### src/rtl/pc_pkg.sv
// Shared definitions for the fetch-stage program counter: op encoding and default widths.
// Decode/control imports this too so both sides agree on the op values.
package pc_pkg;

   localparam int PC_ADDR_WIDTH   = 16;
   localparam int PC_INC_STEP     = 2;
   localparam int PC_OFFSET_WIDTH = 12;
   localparam int PC_RAS_DEPTH    = 4;
   localparam int PC_OP_WIDTH     = 3;

   // Encodings 6 and 7 are reserved and behave as HOLD.
   typedef enum logic [PC_OP_WIDTH-1:0] {
      PC_NEXT   = 3'd0,
      PC_HOLD   = 3'd1,
      PC_BRANCH = 3'd2,
      PC_JUMP   = 3'd3,
      PC_CALL   = 3'd4,
      PC_RET    = 3'd5
   } pc_op_e;

endpackage

### src/rtl/return_address_stack.sv
// Circular return-address stack: top pointer plus occupancy count.
// A push while full overwrites the oldest entry; a pop while empty is ignored.
module return_address_stack #(
   parameter int ADDR_WIDTH = 16,
   parameter int RAS_DEPTH  = 4
) (
   input  logic                  clock,
   input  logic                  reset,
   input  logic                  push_i,
   input  logic                  pop_i,
   input  logic [ADDR_WIDTH-1:0] data_i,
   output logic [ADDR_WIDTH-1:0] top_o,
   output logic                  full_o,
   output logic                  empty_o
);

   localparam int PW = $clog2(RAS_DEPTH);
   localparam int CW = PW + 1;

   logic [ADDR_WIDTH-1:0] mem_q [RAS_DEPTH];
   logic [PW-1:0]         top_q, top_d;
   logic [CW-1:0]         cnt_q, cnt_d;

   assign full_o  = (cnt_q == CW'(RAS_DEPTH));
   assign empty_o = (cnt_q == '0);
   assign top_o   = mem_q[top_q];

   // When full, top+1 wraps onto the oldest slot, so overwrite falls out naturally.
   always_comb begin
      top_d = top_q;
      cnt_d = cnt_q;
      if (push_i) begin
         top_d = top_q + 1'b1;
         cnt_d = full_o ? cnt_q : cnt_q + 1'b1;
      end else if (pop_i && !empty_o) begin
         top_d = top_q - 1'b1;
         cnt_d = cnt_q - 1'b1;
      end
   end

   always_ff @(posedge clock) begin
      if (reset) begin
         top_q <= '1;
         cnt_q <= '0;
      end else begin
         top_q <= top_d;
         cnt_q <= cnt_d;
      end
   end

   // Entry contents need no reset; only the count decides validity.
   always_ff @(posedge clock) begin
      if (push_i && !reset)
         mem_q[top_d] <= data_i;
   end

endmodule

### src/rtl/pc_sequencer.sv
// Fetch-stage program counter: increment, branch, jump, call/return via RAS, stall,
// and sticky stack error flags.
module pc_sequencer
   import pc_pkg::*;
#(
   parameter int                    ADDR_WIDTH   = PC_ADDR_WIDTH,
   parameter int                    INC_STEP     = PC_INC_STEP,
   parameter logic [ADDR_WIDTH-1:0] RESET_ADDR   = '0,
   parameter int                    OFFSET_WIDTH = PC_OFFSET_WIDTH,
   parameter int                    RAS_DEPTH    = PC_RAS_DEPTH
) (
   input  logic                    clock,
   input  logic                    reset,
   input  logic                    stall,
   input  logic [PC_OP_WIDTH-1:0]  op,
   input  logic [ADDR_WIDTH-1:0]   inputAddress,
   input  logic [OFFSET_WIDTH-1:0] branchOffset,
   input  logic                    clearErr,
   output logic [ADDR_WIDTH-1:0]   outputAddress,
   output logic                    rasFull,
   output logic                    rasEmpty,
   output logic                    rasOverflow,
   output logic                    rasUnderflow
);

   logic [ADDR_WIDTH-1:0] pc_q, pc_d;
   logic [ADDR_WIDTH-1:0] pc_inc, pc_br, ras_top;
   logic                  ovf_q, ovf_d, unf_q, unf_d;
   logic                  push, pop;

   assign pc_inc = pc_q + ADDR_WIDTH'(INC_STEP);
   assign pc_br  = pc_q + ADDR_WIDTH'($signed(branchOffset));

   always_comb begin
      pc_d  = pc_q;
      ovf_d = ovf_q;
      unf_d = unf_q;
      push  = 1'b0;
      pop   = 1'b0;
      if (!stall) begin
         // Clear first so a same-cycle error set takes precedence.
         if (clearErr) begin
            ovf_d = 1'b0;
            unf_d = 1'b0;
         end
         case (pc_op_e'(op))
            PC_NEXT:   pc_d = pc_inc;
            PC_BRANCH: pc_d = pc_br;
            PC_JUMP:   pc_d = inputAddress;
            PC_CALL: begin
               push = 1'b1;
               pc_d = inputAddress;
               if (rasFull) ovf_d = 1'b1;
            end
            PC_RET: begin
               if (rasEmpty) begin
                  pc_d  = pc_inc;
                  unf_d = 1'b1;
               end else begin
                  pop  = 1'b1;
                  pc_d = ras_top;
               end
            end
            default:   pc_d = pc_q;
         endcase
      end
   end

   always_ff @(posedge clock) begin
      if (reset) begin
         pc_q  <= RESET_ADDR;
         ovf_q <= 1'b0;
         unf_q <= 1'b0;
      end else begin
         pc_q  <= pc_d;
         ovf_q <= ovf_d;
         unf_q <= unf_d;
      end
   end

   return_address_stack #(
      .ADDR_WIDTH (ADDR_WIDTH),
      .RAS_DEPTH  (RAS_DEPTH)
   ) u_ras (
      .clock   (clock),
      .reset   (reset),
      .push_i  (push),
      .pop_i   (pop),
      .data_i  (pc_inc),
      .top_o   (ras_top),
      .full_o  (rasFull),
      .empty_o (rasEmpty)
   );

   assign outputAddress = pc_q;
   assign rasOverflow   = ovf_q;
   assign rasUnderflow  = unf_q;

endmodule

### config.mk
export PLATFORM = sky130hd
export DESIGN_NAME = pc_sequencer
export DESIGN_NICKNAME = d
export VERILOG_FILES = /design/src/rtl/pc_pkg.sv /design/src/rtl/return_address_stack.sv /design/src/rtl/pc_sequencer.sv
export SDC_FILE = /design/constraint.sdc
export NUM_CORES = 1
export LEC_CHECK = 0
export CAP_MARGIN = 30
export CELL_PAD_IN_SITES_DETAIL_PLACEMENT = 1
export CELL_PAD_IN_SITES_GLOBAL_PLACEMENT = 2
export CORE_UTILIZATION = 36
export CTS_BUF_LIST = sky130_fd_sc_hd__clkbuf_2
export CTS_CLUSTER_DIAMETER = 50
export DETAILED_ROUTE_END_ITERATION = 16
export PLACE_DENSITY = 0.82
export SYNTH_ARGS = -nofsm -noshare
export SYNTH_HDL_FRONTEND = slang
export SYNTH_SLANG_ARGS = --single-unit
### constraint.sdc
create_clock -name clock -period 2.8 [get_ports clock]
set_input_delay 0.28 -clock clock [delete_from_list [all_inputs] [get_ports clock]]
set_output_delay 0.28 -clock clock [all_outputs]
set_load 0.02 [all_outputs]
==> results by stage, run 1 <==
Synthesis:
- The cell area that synthesis handed to floorplanning was 4860 um^2.
- The synthesized instance count is 411.
- The post-synth net total is 464.
- The number of flops mapped to enable cells by yosys is 64.
- The proportion of netlist area held by the largest area contributor is 39.5%.
- Ranked by total cell area, the synthesized netlist is headed by sky130_fd_sc_hd__edfxtp_1 40%, sky130_fd_sc_hd__dfxtp_1 9.5%, sky130_fd_sc_hd__mux4_2 7.4%.
- Yosys printed 0 warnings.
- The average cell area after synthesis is 11.8 um^2.
- The synthesized netlist contains 68 unique library cells.
- The biggest area contributor in the post-synthesis netlist is sky130_fd_sc_hd__edfxtp_1.
- The number of storage elements in the synthesis netlist is 87.
- Among all flip-flop cells after synthesis, the most frequent one is sky130_fd_sc_hd__edfxtp_1.
- The share of synthesized area occupied by flip-flops and latches is 49.0%.
- The async set or reset register ratio after synthesis is 0%.

Cells and area:
- The number of diodes is 0.
- The register area is 2380 um^2.
- In the final design database the tool counted 536 nets.
- Fill cells in the final layout number 1429.
- The area taken by multi-input logic gates is 2340 um^2.
- The area added between synthesis and finish is 20.1%.
- The share of cells above drive strength 1 is 16.0%.

Timing:
- The hold violation count in the final report came to 0.
- The clock period could shrink to 2.46 ns.
- Setup total negative slack on the finished layout was measured at 0 ns.
- The normalized max-slew margin is 55.4%.
- The number of pins with negative max-slew slack in the final report is 0.
- Between clock sinks in the finished design, the worst skew comes to 0.0343 ns.
- For the pin with the worst max-slew slack, the measured transition is 0.668 ns.
- The top achievable clock speed is 0.407 GHz.
- In the finished design, the share of the clock period the worst path needs comes to 87.8%.
- Setup repair after global routing left no endpoint under its margin.
- The final count of negative-setup-slack endpoints is 0.

Floorplanning:
- The placement row count is 42.
- The number of top-level pins is 55.
- The floorplan step defined a die boundary enclosing 14000 um^2.
- The vertical extent of the die is 118 um.
- The width of the die is 118 um.
- The core area is 13200 um^2.
- Once the floorplan was initialized, standard cells occupied 36.9% of the core.

Clock network:
- The H-tree was split into 3 levels.
- Gates resized during post-CTS repair numbered 0.
- The clock insertion delay at the later pin of the skew report is 0.56 ns.
- The number of clock sinks is 87.
- The cell chosen for the clock root is sky130_fd_sc_hd__clkbuf_2.
- TritonCTS built the clock tree.
- Counting the buffers created by CTS gives 9.
- Clock-pin slew was measured on the worst setup and hold paths at 0.25 ns.
- The buffer count from post-CTS setup fixing is 0.
- No sink is reached through more buffers than the 2 on the longest clock path.
- The number of hold buffers added after cts is 0.

Routing:
- Dividing the detail-routed via count by the number of cells gives 5.51.
- Before antenna repair, the detailed router went through 4 iterations.
- The number of nets still failing antenna checks after routing is 0.
- The final wirelength is 13100 um.
- Dividing the detail-routed wire length by the instance count gives 19.8 um.
- The post-detailed-route DRC marker count is 0.
- The DRC violation total after the first TritonRoute iteration is 254.
- The total number of vias is 3659.

Pwr:
- The completed layout was analyzed and its total power is 2.74 mW.
- The leakage power of the design is 2.10 nW.
- VDD sags by at most 0.288 mV.
- The total power per unit cell area is 469 nW/um^2.

Global route:
- The number of global-route vias before repair is 3787.
- The number of antenna violations at the first check in global routing is 0.
- The first global-routing pass estimated 21300 um of wire.
- After global routing the overflow that remains totals 0.
- The pin count of the biggest net entering global routing is 25.
- Global routing used 20.1% of the available tracks across all layers.

Critical path:
- Counting both buffers and inverters, the worst setup path holds a total of 1.
- Data on the critical path is required at its endpoint by 3.28 ns.
- The cell family contributing the most delay on the critical path is compound AO/OA/AOI/OAI gates.
- The worst setup path is of the reg2reg kind.
- Traced cell by cell, the critical path runs through inv_1 > fa_1 > nor2b_1 > o31a_1 > o311a_1 > nor3_1 > nand3b_1 > a221oi_1.
- The biggest cell delay along the critical path is 0.56 ns.
- For the worst setup path, the data arrival time is 2.93 ns.
- The slowest stage of the critical path belongs to the cell sky130_fd_sc_hd__dfxtp_1.
- The sort of element at the start of the critical path is a flop.
- The capturing element type of the critical path is a flop.
- Along the worst path, the maximum fanout reaches 9.

Place:
- Detailed placement ended at an HPWL of 10000 um.
- The global placement routability congestion is 0.838.
- The number of port buffers is 54.

Worst hold path:
- The worst min-delay path class is in2reg.

Status:
- The flow ran to the end, and the final reports show no timing, DRC or antenna violations.

Run:
- Across the run, the number of max-cap violations was 0.
## cells in the mapped netlist (all sizes together) (4+ instances only)
cell	number
and3	4
xor2	11
ha	16
a311oi	4
nand4	5
inv	8
edfxtp	64
a221o	8
buf	14
a21oi	23
a21o	4
o21a	6
and4	4
o21ai	25
mux4	16
nor2	32
nand3	9
nand2b	10
nor3	16
clkbuf	6
dfxtp	23
nand2	24
nor2b	6
a221oi	9
xnor2	15
## per-stage QoR
| stage | area [um^2] | hold WS [ns] | setup WS, ns | utilization [%] | std cells |
|---|---|---|---|---|---|
| after floorplan | 4870 | 0.495 | 0.315 | - | 411 |
| after global placement | 5730 | 0.476 | 0.140 | 43.4 | 648 |
| after detailed placement | 5730 | 0.492 | 0.0823 | 43.4 | 648 |
| after CTS | 5840 | 0.311 | 0.355 | 44.3 | 664 |
| after global routing | 5840 | 0.318 | 0.0900 | 44.3 | 664 |
| final | 5840 | 0.374 | 0.341 | 44.3 | 664 |
## worst min-delay path: stages
cell	delay, ns
sky130_fd_sc_hd__clkdlybuf4s50_1	0.40
sky130_fd_sc_hd__nand2b_1	0.09
sky130_fd_sc_hd__a32oi_1	0.06
sky130_fd_sc_hd__nor2_1	0.07
## logic make-up after synthesis
family,count (synthesis),synth area share [%]
simple gates,128,14.4
compound gates,105,15.6
flops,87,49.0
buf+inv,28,3.06
xor+xnor,26,4.68
mux,19,8.28
fa+ha+maj,18,4.94
## path summary, 6_finish.rpt
check | slack, ns | end | from | cells after the start
setup / recovery | 0.34 | outputAddress[10]$_SDFFE_PP0P_ | outputAddress[1]$_SDFFE_PP0P_ | 8
hold / removal | 0.37 | rasOverflow$_SDFFE_PP0N_ | clearErr | 4
setup reg to reg | 0.34 | outputAddress[10]$_SDFFE_PP0P_ | outputAddress[1]$_SDFFE_PP0P_ | 8
hold reg to reg | 0.54 | rasOverflow$_SDFFE_PP0N_ | rasOverflow$_SDFFE_PP0N_ | 2
## cell type report
cell class,count,share of cell area [%]
timing repair buffer,81,12.9
inverter,8,0.514
clock buffer,11,0.943
clock inverter,5,1.01
multi-input combinational,296,40.0
tap,176,3.77
sequential,87,40.8
## placed cells by master (no fill, tap or decap), types with 5 or more instances in the layout
cell type                         count
sky130_fd_sc_hd__edfxtp_1            64
sky130_fd_sc_hd__clkdlybuf4s50_1     54
sky130_fd_sc_hd__nor2_1              30
sky130_fd_sc_hd__buf_4               26
sky130_fd_sc_hd__nand2_1             23
sky130_fd_sc_hd__a21oi_1             23
sky130_fd_sc_hd__dfxtp_1             23
sky130_fd_sc_hd__o21ai_0             22
sky130_fd_sc_hd__mux4_2              16
sky130_fd_sc_hd__ha_1                16
sky130_fd_sc_hd__xnor2_1             15
sky130_fd_sc_hd__nor3_1              14
sky130_fd_sc_hd__xor2_1              11
sky130_fd_sc_hd__clkbuf_2            11
sky130_fd_sc_hd__nand3_1              9
sky130_fd_sc_hd__inv_1                8
sky130_fd_sc_hd__nand2b_1             8
sky130_fd_sc_hd__a221o_1              8
sky130_fd_sc_hd__nor2b_1              6
sky130_fd_sc_hd__a221oi_1             6
sky130_fd_sc_hd__o21a_1               6
sky130_fd_sc_hd__nand4_1              5
## state kept, by name, summed over array words and instances, names as in the netlist
signal	count
outputAddress	16
u_ras.mem_q	64
u_ras.top_q	2
u_ras.cnt_q	3
rasUnderflow	1
rasOverflow	1
## layer usage
layer	track usage, %	wire length, um
met2	32.9	6480
met4	4.25	74
met3	4.73	720
met5	0	0
met1	27.0	5860
## report_power, final
part	total [mW]	leakage [nW]	internal (mW)	switching, mW
Combinational	0.630	1.26	0.287	0.342
Clock	0.636	0.0681	0.213	0.423
Sequential	1.47	0.777	1.42	0.0511
Total	2.74	2.10	1.92	0.816
Note: power is estimated with default switching activity, not from simulation.
==> inputs of run 2 (changes only) <==
Settings changed: CELL_PAD_IN_SITES_DETAIL_PLACEMENT 1 to 0.
==> run 2 against run 1 <==
Against the previous run: count of clock-buffer cells in the layout fell by 1; fmax rose by 3.4%; final area shrank 0.32%; global-route usage is 1.4 points lower; worst setup slack improved by 0.080 ns; register-to-register slack improved by 0.08 ns; critical path depth did not move; combinational power is 1% lower; critical endpoint is now outputAddress[8]$_SDFFE_PP0P_; flip-flop and latch count stayed put.
==> results by stage, run 2 (same netlist as run 1, synthesis figures left out) <==
Global route:
- The overall overflow remaining after global route is 0 (unchanged).
- The number of antenna violations at the first check in global routing was 0 (unchanged).
- The wire length of the first global-routing pass is 19900 um (-6.3%).
- The number of global-route vias before repair is 3602 (-4.9%).
- The overall routing resource usage is 18.7% (-1.4 points).
- The pin count of the biggest net entering global routing is 25 (unchanged).

Pwr:
- The total power per unit cell area is 457 nW/um^2 (-2.6%).
- The leakage power of the design is 2.09 nW (-0.55%).
- The worst IR drop on VDD is 0.338 mV (+17%).
- The total power consumption of the routed design was 2.66 mW (-2.9%).

Timing:
- The period utilization was 85.0% (-2.9 points).
- The number of pins with negative max-slew slack in the final report is 0 (unchanged).
- The top achievable clock speed is 0.420 GHz (+3.4%).
- The transition time at the pin with the least slew margin was 0.667 ns (-0.000934 ns).
- The final count of negative-setup-slack endpoints was 0 (unchanged).
- The final worst hold slack came to 0.389 ns (+0.0151 ns).
- The hold violation count in the final report is 0 (unchanged).
- The sum of negative setup slack is 0 ns (unchanged).
- The clock skew after layout was 0.0218 ns (-0.0125 ns).
- The shortest clock period the worst path allows after layout is 2.38 ns (-0.0798 ns).
- Setup repair after global routing left no endpoint under its margin.
- The normalized max-slew margin came to 55.5% (+0.062 points).

Floorplanning:
- The area enclosed by the die boundary is 14000 um^2 (unchanged).
- The placement row count came to 42 (unchanged).
- The width of the die came to 118 um (unchanged).
- The number of top-level pins is 55 (unchanged).
- The vertical extent of the die is 118 um (unchanged).
- The core area is 13200 um^2 (unchanged).
- The starting density of the core is 36.9% (unchanged).

Cells and area:
- The filler cell count came to 1234 (-14%).
- The share of cells above drive strength 1 is 15.8% (-0.20 points).
- The final net count is 536 (unchanged).
- The final standard cell count with taps included and fillers excluded is 664 (unchanged).
- In the layout the commonest cells are 64 x sky130_fd_sc_hd__edfxtp_1, 54 x sky130_fd_sc_hd__clkdlybuf4s50_1, 30 x sky130_fd_sc_hd__nor2_1.
- The number of diodes is 0 (unchanged).
- The final core utilization is 44.1% (-0.14 points).
- The register area is 2380 um^2 (unchanged).
- The most common cell after layout, fill and taps aside is sky130_fd_sc_hd__edfxtp_1.
- The area added between synthesis and finish is 19.7%.
- More flip-flops sit in one register than any other, and that register is u_ras.mem_q.
- The area taken by multi-input logic gates was 2340 um^2 (unchanged).
- The flip-flop count of the largest register, all copies and words added is 64 (unchanged).

Critical path:
- The data arrival at the endpoint of the critical path is 2.85 ns (-0.08 ns).
- The worst setup path is of the reg2reg kind.
- The sort of element at the start of the critical path is a flop.
- The signal on the critical path passes through inv_1 > fa_1 > nor2b_1 > o31a_1 > or3_1 > a31oi_1 > xor2_1 > a2111oi_2.
- The cell family contributing the most delay on the critical path is compound AO/OA/AOI/OAI gates.
- The capturing element type of the critical path is a flop.
- The data required time at the worst endpoint is 3.27 ns (about the same).
- The biggest cell delay along the critical path came to 0.54 ns (-0.02 ns).
- The largest individual stage delay along the critical path comes from the cell sky130_fd_sc_hd__dfxtp_1.
- The largest fanout on the critical path is 9 (unchanged).
- The sum of buffers and inverters on the critical path is 1 (unchanged).

Clock network:
- The count of cells resized by post-cts repair is 0 (unchanged).
- Clock tree synthesis selected as its root buffer the cell sky130_fd_sc_hd__clkbuf_2.
- The CTS tree is built.
- The number of clock sinks is 87 (unchanged).
- The number of hold buffers added after cts came to 0 (unchanged).
- The post-CTS clock slew at the launch and capture registers of the worst setup and hold paths is 0.24 ns (about the same).
- The clock insertion delay at the later pin of the skew report was 0.54 ns (-0.02 ns).
- The clock buffer count from CTS is 9 (unchanged).
- The number of buffers on the longest clock path is 2 (unchanged).
- The deepest level of the CTS H-tree came to 3 (unchanged).
- The buffer count from post-CTS setup fixing is 0 (unchanged).

Worst hold path:
- The worst min-delay path class is in2reg.

Routing:
- The average wire per standard cell was 18.5 um (-6.4%).
- The number of nets still failing antenna checks after routing is 0 (unchanged).
- The final wirelength is 12300 um (-6.4%).
- The ratio of routed vias to standard cells is 5.49 (-0.30%).
- The total number of vias is 3648 (-0.30%).
- The post-detailed-route DRC marker count came to 0 (unchanged).
- The number of detailed-route iterations in the first pass is 5 (+1).
- The DRC violation total after the first TritonRoute iteration is 249 (-2.0%).

Status:
- The run finished with clean final reports.

Run:
- The count of max-cap constraint violations is 0 (unchanged).

Place:
- The placed wire-length estimate after detailed placement came to 9270 um (-7.3%).
- The post-placement cell count came to 648 (unchanged).
- The number of port buffers is 54 (unchanged).
- The global placement routability congestion is 0.838 (unchanged).
## run 2: area by class of cell
type                    count  area share [%]
repair buffers             81            13.0
clock inverters             6           0.774
multi-input cells         296            40.2
well taps                 176            3.78
inverters                   8           0.516
clock buffers              10           0.860
flip-flops and latches     87            40.9
## run 2: worst paths after layout
check / from / endpoint / slack, ns / cells past startpoint
max: outputAddress[1]$_SDFFE_PP0P_ / outputAddress[8]$_SDFFE_PP0P_ / 0.42 / 8
min: clearErr / rasOverflow$_SDFFE_PP0N_ / 0.39 / 4
max reg2reg: outputAddress[1]$_SDFFE_PP0P_ / outputAddress[8]$_SDFFE_PP0P_ / 0.42 / 8
min reg2reg: rasOverflow$_SDFFE_PP0N_ / rasOverflow$_SDFFE_PP0N_ / 0.54 / 2
## run 2: per-layer routing
metal	routed length (um)	GRT usage, %	up-vias
met5	0	0	-
met4	50	2.56	0
met3	544	4.39	5
met2	5860	30.1	86
met1	5840	26.1	1804
li1	-	-	1753
## run 2: where the power goes
group / switching (mW) / internal, mW / leakage, nW
clock: 0.438 / 0.125 / 0.0566
sequential: 0.0499 / 1.42 / 0.777
combinational: 0.335 / 0.287 / 1.26
## run 2: worst min-delay path, cell delays in order
cell and delay (ns):
sky130_fd_sc_hd__clkdlybuf4s50_1 0.39, sky130_fd_sc_hd__nand2b_1 0.09, sky130_fd_sc_hd__a32oi_1 0.07, sky130_fd_sc_hd__nor2_1 0.08
## run 2: metrics by stage
step           worst slack (ns)  area [um^2]
2_1_floorplan             0.315         4870
3_3_place_gp              0.140         5730
3_5_place_dp              0.109         5730
4_1_cts                   0.380         5820
5_1_grt                   0.150         5820
6_report                  0.421         5820
==> inputs of run 3 (changes only) <==
Clock period 2.8 ns to 1.92 ns, I/O delays scaled along.
==> run 3 against run 2 <==
Against the previous run: the run now ends with setup timing left; flip-flop and latch count unchanged; sequential share of layout area down 5.9 points; final area grew 18%; clock skew rose by 0.034 ns; die area did not move; critical path depth is 2 higher; first-iteration DRC count up 14%; final cell count increased by 14%; register-to-register slack got worse by 0.64 ns.
==> results by stage, run 3 (same netlist as run 1, synthesis figures left out) <==
Status:
- The run finished, with violations left.
- The checks that failed: setup timing.

Worst hold path:
- In this run the most critical hold path is launched from clearErr.
- The number of instances on the worst hold path is 4 (unchanged).
- The tightest min-delay check is of the in2reg type.
- The endpoint of the worst hold path is rasOverflow$_SDFFE_PP0N_.

Timing:
- The sum of negative setup slack is -0.903 ns (-0.903 ns).
- The clock skew after layout is 0.0560 ns (+0.0343 ns).
- The period utilization came to 112% (+27 points).
- The transition time at the pin with the least slew margin is 0.366 ns (-0.301 ns).
- The top achievable clock speed is 0.467 GHz (+11%).
- The number of pins with negative max-slew slack in the final report is 0 (unchanged).
- The setup slack of the critical path after layout is -0.221 ns (-0.642 ns).
- The normalized max-slew margin is 75.5% (+20 points).
- Setup repair after global routing could not meet its margin everywhere.
- The final count of negative-setup-slack endpoints is 7 (+7).
- The final worst hold slack was 0.258 ns (-0.131 ns).
- The hold violation count in the final report was 0 (unchanged).
- The shortest clock period the worst path allows after layout came to 2.14 ns (-0.238 ns).

Cells and area:
- The filler cell count was 1142 (-7.5%).
- The library cell used most frequently in the layout, excluding fill and tap cells, is sky130_fd_sc_hd__buf_4.
- Leaving out fill and tap cells, the most frequent cells in the layout are 105 x sky130_fd_sc_hd__buf_4, 64 x sky130_fd_sc_hd__edfxtp_1, 38 x sky130_fd_sc_hd__clkdlybuf4s50_1.
- The final net count is 626 (+17%).
- The flip-flop count of the largest register, all copies and words added came to 64 (unchanged).
- The final instance area was 6900 um^2 (+18%).
- The final standard cell count with taps included and fillers excluded came to 755 (+14%).
- The share of cells above drive strength 1 is 37.7% (+22 points).
- More flip-flops sit in one register than any other, and that register is u_ras.mem_q.
- The area added between synthesis and finish is 41.8%.

Place:
- The placed wire-length estimate after detailed placement is 10300 um (+12%).
- The global placement routability congestion was 0.881 (+5.2%).
- The number of port buffers is 54 (unchanged).
- The placed instance area is 6580 um^2 (+15%).
- The post-placement cell count is 735 (+13%).

Clock network:
- The number of buffers on the longest clock path came to 2 (unchanged).
- The post-CTS clock slew at the launch and capture registers of the worst setup and hold paths is 0.29 ns (+0.05 ns).
- The cell chosen for the clock root is sky130_fd_sc_hd__clkbuf_2.
- The number of hold buffers added after cts came to 0 (unchanged).
- The clock buffer count from CTS came to 9 (unchanged).
- TritonCTS built the clock tree.
- The clock insertion delay at the later pin of the skew report is 0.59 ns (+0.05 ns).
- The number of clock sinks is 87 (unchanged).
- The deepest level of the CTS H-tree is 3 (unchanged).

Floorplanning:
- The core area is 13200 um^2 (unchanged).
- The area enclosed by the die boundary is 14000 um^2 (unchanged).
- The vertical extent of the die was 118 um (unchanged).
- The width of the die is 118 um (unchanged).
- The starting density of the core is 36.9% (unchanged).
- The placement row count is 42 (unchanged).
- The number of top-level pins is 55 (unchanged).

Critical path:
- The worst register-to-register path begins at outputAddress[0]$_SDFFE_PP0P_.
- The kind of critical path is reg2reg.
- The data arrival at the endpoint of the critical path is 2.65 ns (-0.20 ns).
- The length in cells of the worst reg-to-reg path was 10 (+2).
- The capture instance of the worst register-to-register path is outputAddress[12]$_SDFFE_PP0P_.
- The worst reg-to-reg setup slack is -0.22 ns (-0.64 ns).
- The largest fanout on the critical path was 4 (-5).
- The capturing element type of the critical path is a flop.
- The data required time at the worst endpoint is 2.43 ns (-0.84 ns).
- The sort of element at the start of the critical path is a flop.

Global route:
- The wire length of the first global-routing pass was 20800 um (+4.1%).
- The pin count of the biggest net entering global routing is 18 (-28%).
- The overall routing resource usage was 19.5% (+0.82 points).
- The number of global-route vias before repair is 4031 (+12%).
- The number of antenna violations at the first check in global routing is 1 (+1).
- The overall overflow remaining after global route was 0 (unchanged).

Routing:
- The final wirelength is 13300 um (+8.0%).
- The average wire per standard cell is 17.6 um (-5.0%).
- The ratio of routed vias to standard cells was 5.32 (-3.1%).
- The DRC violation total after the first TritonRoute iteration is 283 (+14%).
- The post-detailed-route DRC marker count came to 0 (unchanged).
- The total number of vias is 4020 (+10%).
- The number of detailed-route iterations in the first pass is 5 (unchanged).
- The number of nets still failing antenna checks after routing is 0 (unchanged).

Pwr:
- The total power consumption of the routed design is 4.44 mW (+67%).
- The leakage power of the design is 2.72 nW (+30%).
- The worst IR drop on VDD is 0.305 mV (-9.6%).
- The total power per unit cell area is 644 nW/um^2 (+41%).

Run:
- The count of max-cap constraint violations is 0 (unchanged).
==> run 3: cell count changes in the layout (fill, tap and decap cells not counted), moves of 7 or more <==
cell | before | now
sky130_fd_sc_hd__dfxtp_2 | 0 | 9
sky130_fd_sc_hd__buf_4 | 26 | 105
sky130_fd_sc_hd__dlygate4sd2_1 | 0 | 14
sky130_fd_sc_hd__clkdlybuf4s50_1 | 54 | 38
sky130_fd_sc_hd__dfxtp_1 | 23 | 9
sky130_fd_sc_hd__buf_12 | 1 | 8
==> run 3: layer usage <==
| metal | vias up | global-route usage (%) | part of all wire, % |
|---|---|---|---|
| met3 | 16 | 2.41 | 3.5 |
| met4 | 0 | 6.41 | 1.5 |
| li1 | 1933 | - | - |
| met2 | 87 | 34.5 | 50 |
| met1 | 1984 | 24.5 | 45 |
| met5 | - | 0 | 0 |
==> run 3: cell type report <==
class	instances	area (um^2)	share of cell area (%)
clock inverter	7	88.8	1.29
antenna	1	2.50	0.0363
sequential	87	2410	35.0
multi-input combinational	296	2580	37.5
timing repair buffer	171	1510	21.9
tap	176	220	3.19
inverter	8	30.0	0.435
clock buffer	9	45.0	0.653
==> run 3: power breakdown <==
part | leakage [nW] | total [mW] | switching (mW) | internal [mW]
logic | 1.86 | 1.27 | 0.626 | 0.644
clock network | 0.0785 | 1.05 | 0.715 | 0.337
registers | 0.783 | 2.12 | 0.0405 | 2.08
==> run 3: how the worst max path moves through the flow <==
stage | startpoint | to | slack (ns) | cells past startpoint
2_1_floorplan | u_ras.cnt_q[2]$_SDFFE_PP0P_ | u_ras.mem_q[1][0]$_DFFE_PP_ | -0.20 | 5
3_5_place_dp | branchOffset[0] | outputAddress[10]$_SDFFE_PP0P_ | -0.59 | 10
5_1_grt | outputAddress[0]$_SDFFE_PP0P_ | outputAddress[8]$_SDFFE_PP0P_ | -0.34 | 9
3_3_place_gp | branchOffset[0] | outputAddress[8]$_SDFFE_PP0P_ | -0.53 | 10
4_1_cts | outputAddress[0]$_SDFFE_PP0P_ | outputAddress[10]$_SDFFE_PP0P_ | -0.21 | 9
6_report | outputAddress[0]$_SDFFE_PP0P_ | outputAddress[12]$_SDFFE_PP0P_ | -0.22 | 10
==> run 3: repair_timing <==
item / CTS / global route
resized for setup: 41 / 22
endpoints found under the setup margin: 37 / 26
pin swaps: 12 / 6
buffers inserted: 1 / 2
==> run 3: critical path: stages, from the launching register on <==
cell and delay (ns):
sky130_fd_sc_hd__dfxtp_4 0.43, sky130_fd_sc_hd__ha_4 0.16, sky130_fd_sc_hd__inv_2 0.05, sky130_fd_sc_hd__fa_2 0.20, sky130_fd_sc_hd__nor2b_2 0.05, sky130_fd_sc_hd__o31a_1 0.28, sky130_fd_sc_hd__buf_4 0.15, sky130_fd_sc_hd__o311a_4 0.33
sky130_fd_sc_hd__o21ai_2 0.13, sky130_fd_sc_hd__xor2_1 0.19, sky130_fd_sc_hd__o32ai_1 0.09
==> run 3: per-stage QoR <==
step                      utilization, %  worst slack, ns
after floorplan                        -           -0.197
after global placement              49.8           -0.532
after detailed placement            49.8           -0.585
after CTS                           51.5           -0.215
after global routing                52.3           -0.344
final                               52.3           -0.221
